===== src/rtl/flipflop_pingpong_ctrl_if.sv =====
// Ping-pong controller bus: producer write stream and
// consumer bank-select/ack handshake.
interface flipflop_pingpong_ctrl_if #(
  parameter int N = 16,
  parameter int M = 16
);
  localparam int IW = (M > 2) ? $clog2(M) : 1;

  logic          in_valid;
  logic [N-1:0]  in_data;
  logic          in_ready;
  logic          wr_en0;
  logic          wr_en1;
  logic [IW-1:0] wr_idx;
  logic [N-1:0]  wr_data;
  logic          sel;
  logic          out_valid;
  logic          out_ack;
  logic [1:0]    full_cnt;

  modport master (
    output in_valid, in_data, out_ack,
    input  in_ready, wr_en0, wr_en1, wr_idx,
    input  wr_data, sel, out_valid, full_cnt
  );

  modport slave (
    input  in_valid, in_data, out_ack,
    output in_ready, wr_en0, wr_en1, wr_idx,
    output wr_data, sel, out_valid, full_cnt
  );
endinterface


===== src/rtl/flipflop_pingpong_ctrl.sv =====
// Ping-pong sequencer for two external M x N register banks:
// fills one bank while the consumer reads the other.
module flipflop_pingpong_ctrl #(
  parameter int N = 16,
  parameter int M = 16
) (
  input logic clk,
  input logic rst,
  input logic flush,
  flipflop_pingpong_ctrl_if.slave bus
);
  localparam int IW = (M > 2) ? $clog2(M) : 1;
  localparam logic [IW-1:0] LAST = IW'(M - 1);

  logic          fill_ptr;
  logic [IW-1:0] cnt;
  logic [1:0]    full;
  logic [1:0]    full_nxt;
  logic          sel_q;
  logic          last_q;
  logic          en0;
  logic          en1;
  logic [IW-1:0] idx;
  logic [N-1:0]  data;
  logic          wr_tgt;
  logic          ready;
  logic          accept;
  logic          rel;

  // bank targeted by the write currently on the bus
  assign wr_tgt = en1;

  assign ready  = !full[fill_ptr]
                  && !(last_q && (wr_tgt == fill_ptr));
  assign accept = bus.in_valid && ready;
  assign rel    = bus.out_ack && full[sel_q];

  always_comb begin
    full_nxt = full;
    if (rel)
      full_nxt[sel_q] = 1'b0;
    if (last_q)
      full_nxt[wr_tgt] = 1'b1;
  end

  always_ff @(posedge clk or negedge rst) begin
    if (!rst) begin
      fill_ptr <= 1'b0;
      cnt      <= '0;
      full     <= '0;
      sel_q    <= 1'b0;
      last_q   <= 1'b0;
      en0      <= 1'b0;
      en1      <= 1'b0;
      idx      <= '0;
      data     <= '0;
    end else if (flush) begin
      fill_ptr <= 1'b0;
      cnt      <= '0;
      full     <= '0;
      sel_q    <= 1'b0;
      last_q   <= 1'b0;
      en0      <= 1'b0;
      en1      <= 1'b0;
      idx      <= '0;
      data     <= '0;
    end else begin
      full   <= full_nxt;
      last_q <= 1'b0;
      en0    <= 1'b0;
      en1    <= 1'b0;
      if (rel)
        sel_q <= ~sel_q;
      if (accept) begin
        en0  <= ~fill_ptr;
        en1  <= fill_ptr;
        idx  <= cnt;
        data <= bus.in_data;
        if (cnt == LAST) begin
          last_q   <= 1'b1;
          cnt      <= '0;
          fill_ptr <= ~fill_ptr;
        end else begin
          cnt <= cnt + IW'(1);
        end
      end
    end
  end

  assign bus.in_ready  = ready;
  assign bus.wr_en0    = en0;
  assign bus.wr_en1    = en1;
  assign bus.wr_idx    = idx;
  assign bus.wr_data   = data;
  assign bus.sel       = sel_q;
  assign bus.out_valid = full[sel_q];
  assign bus.full_cnt  = 2'(full[0]) + 2'(full[1]);
endmodule

===== src/flat_wrapper.sv =====
// flat-port wrapper written by rule: the top's interface ports become plain ports
module flipflop_pingpong_ctrl_flat 
#(
  parameter int N = 16,
  parameter int M = 16
)
  (clk, rst, flush, bus_in_valid, bus_in_data, bus_out_ack, bus_in_ready, bus_wr_en0, bus_wr_en1, bus_wr_idx, bus_wr_data, bus_sel, bus_out_valid, bus_full_cnt);
  flipflop_pingpong_ctrl_if #(.N(N), .M(M)) bus_i ();
  input logic clk;
  input logic rst;
  input logic flush;
  input wire logic [$bits(bus_i.in_valid)-1:0] bus_in_valid;
  input wire logic [$bits(bus_i.in_data)-1:0] bus_in_data;
  input wire logic [$bits(bus_i.out_ack)-1:0] bus_out_ack;
  output wire logic [$bits(bus_i.in_ready)-1:0] bus_in_ready;
  output wire logic [$bits(bus_i.wr_en0)-1:0] bus_wr_en0;
  output wire logic [$bits(bus_i.wr_en1)-1:0] bus_wr_en1;
  output wire logic [$bits(bus_i.wr_idx)-1:0] bus_wr_idx;
  output wire logic [$bits(bus_i.wr_data)-1:0] bus_wr_data;
  output wire logic [$bits(bus_i.sel)-1:0] bus_sel;
  output wire logic [$bits(bus_i.out_valid)-1:0] bus_out_valid;
  output wire logic [$bits(bus_i.full_cnt)-1:0] bus_full_cnt;
  assign bus_i.in_valid = bus_in_valid;
  assign bus_i.in_data = bus_in_data;
  assign bus_i.out_ack = bus_out_ack;
  assign bus_in_ready = bus_i.in_ready;
  assign bus_wr_en0 = bus_i.wr_en0;
  assign bus_wr_en1 = bus_i.wr_en1;
  assign bus_wr_idx = bus_i.wr_idx;
  assign bus_wr_data = bus_i.wr_data;
  assign bus_sel = bus_i.sel;
  assign bus_out_valid = bus_i.out_valid;
  assign bus_full_cnt = bus_i.full_cnt;
  flipflop_pingpong_ctrl #(.N(N), .M(M)) u_core (.clk(clk), .rst(rst), .flush(flush), .bus(bus_i));
endmodule

===== config.mk =====
export PLATFORM = sky130hd
export DESIGN_NAME = flipflop_pingpong_ctrl_flat
export DESIGN_NICKNAME = d
export VERILOG_FILES = /design/src/rtl/flipflop_pingpong_ctrl_if.sv /design/src/rtl/flipflop_pingpong_ctrl.sv /design/src/flat_wrapper.sv
export SDC_FILE = /design/constraint.sdc
export NUM_CORES = 1
export LEC_CHECK = 0
export ABC_AREA = 1
export CORE_MARGIN = 2
export CORE_UTILIZATION = 44
export CTS_CLUSTER_SIZE = 14
export DETAILED_ROUTE_END_ITERATION = 8
export HOLD_SLACK_MARGIN = 0.1
export PLACE_DENSITY_LB_ADDON = 0.3
export SYNTH_ARGS = -nofsm -noshare
export SYNTH_HDL_FRONTEND = slang
export SYNTH_SLANG_ARGS = --single-unit

===== constraint.sdc =====
create_clock -name clk -period 1.28 [get_ports clk]
set_input_delay 0.384 -clock clk [delete_from_list [all_inputs] [get_ports clk]]
set_output_delay 0.384 -clock clk [all_outputs]
set_load 0.05 [all_outputs]

==> run_summary.xml <==
<?xml version="1.0" encoding="UTF-8"?>
<metrics>
  <group name="worst_setup_path">
    <metric name="worstSetupPathType" unit="">reg -&gt; out</metric>
    <metric name="path_cells" unit="">inv_4 -&gt; buf_6 -&gt; a21oi_4 -&gt; buf_12</metric>
    <metric name="setup.worst_path.start_class" unit="">flop</metric>
    <metric name="cpLargestDelayFamily" unit="">flip-flops</metric>
    <metric name="critical_path_buf_inv_count" unit="">3</metric>
    <metric name="required_time_of_the_critical_path" unit="ns">0.90</metric>
    <metric name="critical_path.max_stage_delay" unit="ns">0.46</metric>
    <metric name="setup.worst_path.end_class" unit="">output port</metric>
    <metric name="critical_path_peak_fanout" unit="">3</metric>
    <metric name="worst-endpoint-arrival" unit="ns">1.32</metric>
    <metric name="slowest_stage" unit="">dfrtp_2</metric>
  </group>
  <group name="grt">
    <metric name="grt_first_pass_wirelength" unit="um">8020</metric>
    <metric name="grt.total_usage" unit="%">31.8</metric>
    <metric name="leftover_overflow_at_the_end_of_global_routing" unit="">0</metric>
    <metric name="grt_antenna_before_repair" unit="">0</metric>
    <metric name="grt_pass1_vias" unit="">1676</metric>
    <metric name="largest_net_degree_at_the_start_of_global_routing" unit="">32</metric>
  </group>
  <group name="timing">
    <metric name="rsz0062_at_grt" unit="">yes</metric>
    <metric name="worst_pin_slew" unit="ns">0.455</metric>
    <metric name="final_max_slew_viol_count" unit="">0</metric>
    <metric name="maxSlewHeadroom" unit="%">69.4</metric>
    <metric name="fmaxAchievable" unit="MHz">586</metric>
    <metric name="final-hold-violation-count" unit="">0</metric>
    <metric name="setup_viol" unit="">56</metric>
    <metric name="setup_slack" unit="ns">-0.427</metric>
    <metric name="finalWorstPathRequiredPeriod" unit="ns">1.71</metric>
    <metric name="fin_skew" unit="ns">0.0173</metric>
    <metric name="post-route-period-util" unit="%">133</metric>
  </group>
  <group name="clock_tree">
    <metric name="numCtsBuffers" unit="">5</metric>
    <metric name="htree_num_levels" unit="">2</metric>
    <metric name="worstSkewPairLatency" unit="ns">0.35</metric>
    <metric name="clock_tree_from_tritoncts" unit="">built</metric>
    <metric name="cts.reportedPaths.clkPinSlew" unit="ns">0.11</metric>
    <metric name="cts-root-to-sink-buffers" unit="">2</metric>
    <metric name="numClockSinks" unit="">31</metric>
    <metric name="number_of_buffers_inserted_for_hold_repair_after_clock_tree_synthesis" unit="">0</metric>
    <metric name="clock-root-buffer" unit="">clkbuf_4</metric>
  </group>
  <group name="detailed_routing">
    <metric name="drc_errors" unit="">0</metric>
    <metric name="detail_route.vias_per_cell" unit="">6.05</metric>
    <metric name="total_wirelength_of_the_detailed_routed_design" unit="um">6900</metric>
    <metric name="first_iter_violations" unit="">140</metric>
    <metric name="detail_route.wl_per_cell" unit="um">25.0</metric>
    <metric name="firstDrtPassIters" unit="">4</metric>
    <metric name="via_count" unit="">1671</metric>
    <metric name="ant_nets" unit="">0</metric>
  </group>
  <group name="floorplanning">
    <metric name="floorplan.rows" unit="">20</metric>
    <metric name="dieArea" unit="mm2">0.00351</metric>
    <metric name="die_h" unit="um">59.3</metric>
    <metric name="design.core.area" unit="mm2">0.00298</metric>
    <metric name="effective_utilization_at_floorplan" unit="%">45.1</metric>
    <metric name="io-pin-count" unit="">48</metric>
    <metric name="width_of_the_die" unit="um">59.3</metric>
  </group>
  <group name="synthesis">
    <metric name="ys.warnings.count" unit="">0</metric>
    <metric name="post_syn_area" unit="mm2">0.00134</metric>
    <metric name="synth_cell_types" unit="">19</metric>
    <metric name="synth.yosys.seq_area_share" unit="%">57.7</metric>
    <metric name="syn_avg_cell_area" unit="um2">8.78</metric>
    <metric name="synthesis.nets" unit="">176</metric>
    <metric name="ys_ff_latch" unit="">31</metric>
    <metric name="syn-instance-count" unit="">153</metric>
  </group>
  <group name="power_and_ir_drop">
    <metric name="internal-power" unit="W">0.00188</metric>
    <metric name="p_clk_share" unit="%">19.1</metric>
    <metric name="static-leakage-power" unit="nW">1.33</metric>
    <metric name="power.density" unit="mW/mm2">1060</metric>
    <metric name="power.net_switching" unit="W">0.00116</metric>
    <metric name="worst_ir_drop_vdd" unit="uV">963</metric>
    <metric name="power.sequential.fraction" unit="%">37.8</metric>
    <metric name="swShare" unit="%">38.1</metric>
    <metric name="power_frac_comb" unit="%">43.1</metric>
  </group>
  <group name="final_layout">
    <metric name="final_net_count" unit="">265</metric>
    <metric name="antenna_diode_count" unit="">0</metric>
    <metric name="area_growth_syn_to_layout" unit="%">113</metric>
    <metric name="layout_commonest_cell" unit="">nand2_1</metric>
    <metric name="final_layout_size_suffix_gt1_share" unit="%">53.9</metric>
    <metric name="layout_common_cells" unit="">nand2_1 (36), buf_12 (29), dfrtp_1 (26)</metric>
    <metric name="final-instance-count-excl-fill" unit="">276</metric>
  </group>
  <group name="placed_design">
    <metric name="routabilityCongestion" unit="">0.852</metric>
    <metric name="detailed_place_hpwl" unit="um">2720</metric>
    <metric name="buffers_on_ports" unit="">47</metric>
    <metric name="dp_cells" unit="">241</metric>
    <metric name="place_ws" unit="ns">-0.388</metric>
  </group>
  <group name="job">
    <metric name="drv_cap" unit="">0</metric>
  </group>
  <group name="run_status">
    <metric name="outcome" unit="">finished with violations</metric>
    <metric name="violated_checks" unit="">negative setup slack</metric>
  </group>
  <group name="worst_hold_path">
    <metric name="worstHoldPathType" unit="">in -&gt; async</metric>
  </group>
</metrics>
[kinds of logic after synthesis]
logic type,count (synthesis),synth area share (%)
compound gates,10,3.91
simple gates,94,30.8
buf+inv,15,5.03
flops,31,57.7
xor+xnor,1,0.652
fa+ha+maj,2,1.86
[area by class of cell]
type                            count  area, um2
Timing Repair Buffer               84       1120
Multi-Input combinational cell    111        826
Clock inverter                      1       5.00
Clock buffer                        7       45.0
Inverter                            9       36.3
Fill cell                          53        119
Tap cell                           33       41.3
Sequential cell                    31        782
[power by group through the flow]
stage | Clock (W) | Sequential (W) | Combinational [W]
after global placement | 0 | 0.00115 | 0.000853
after floorplan | 0 | 0.00131 | 0.000236
after detailed placement | 0 | 0.00115 | 0.000875
final | 0.000581 | 0.00115 | 0.00131
after CTS | 0.000541 | 0.00113 | 0.00110
after global routing | 0.000622 | 0.00115 | 0.00134
[through the flow]
step | hold slack, ns | util, % | total power [W] | TNS [ns] | area [um2]
CTS | 0.418 | 87.9 | 0.00277 | -4.33 | 2620
global route | 0.398 | 96.0 | 0.00311 | -9.24 | 2860
finish | 0.402 | 96.0 | 0.00304 | -7.90 | 2860
detailed placement | 0.557 | 76.5 | 0.00203 | -7.92 | 2280
floorplan | 0.0884 | - | 0.00155 | -2.76 | 1400
global placement | 0.539 | 76.5 | 0.00200 | -6.87 | 2280
[timing repair]
action | 4_1_cts | 5_1_grt
setup buffers | 10 | 14
resized for setup | 34 | 46
pin swaps | 11 | 28
endpoints found under the setup margin | 51 | 55
gates cloned | 6 | 0
[cells in the mapped netlist (all sizes together)]
cell type	count	area share, %
dfrtp	31	58
nor3	2	0.74
clkbuf	1	0.28
xnor2	1	0.65
inv	9	2.5
nor2	10	4.0
a21oi	5	1.9
ha	2	1.9
nand3	26	9.7
nand2	56	16
buf	5	2.2
o21ai	4	1.5
a21boi	1	0.56
[state kept, by name (all words and copies together) (netlist names)]
signal	flops
u_core.last_q	1
u_core.bus.wr_data	16
u_core.bus.wr_en1	1
u_core.fill_ptr	1
u_core.cnt	4
u_core.bus.wr_idx	4
u_core.full	2
u_core.bus.sel	1
u_core.bus.wr_en0	1
[layer usage]
metal  share of wire [%]  vias up  routed length, um  global-route usage (%)
met5                   0        -                  0                       0
met3                 8.4       35                578                    9.39
met2                  53      143               3680                    53.1
li1                    -      678                  -                       -
met1                  34      815               2360                    35.4
met4                 4.1        0                282                    19.5
[final timing paths]
check                                       from  cells after the start  slack (ns)                    end
hold reg to reg            u_core.bus.wr_data[9]                      2        0.62  u_core.bus.wr_data[9]
setup reg to reg                  u_core.full[0]                      8       -0.28  u_core.bus.wr_data[9]
setup / recovery                  u_core.full[1]                      4       -0.43          bus_out_valid
hold / removal                               rst                      2        0.40   u_core.bus.wr_idx[2]
min in group clk                  bus_in_data[7]                      3        0.61  u_core.bus.wr_data[7]
max in group asynchronous                    rst                      2        0.67  u_core.bus.wr_data[3]
[worst register-to-register path, cell delays in order, from the launching register on]
cell and delay, ns:
dfrtp_2 0.48, nor2_4 0.15, nand2_4 0.08, nand2_8 0.09, buf_8 0.13, nand2_8 0.10
nor2_4 0.28, nand2_1 0.10, nand2_1 0.08
Power figures use the tool's default switching activity.
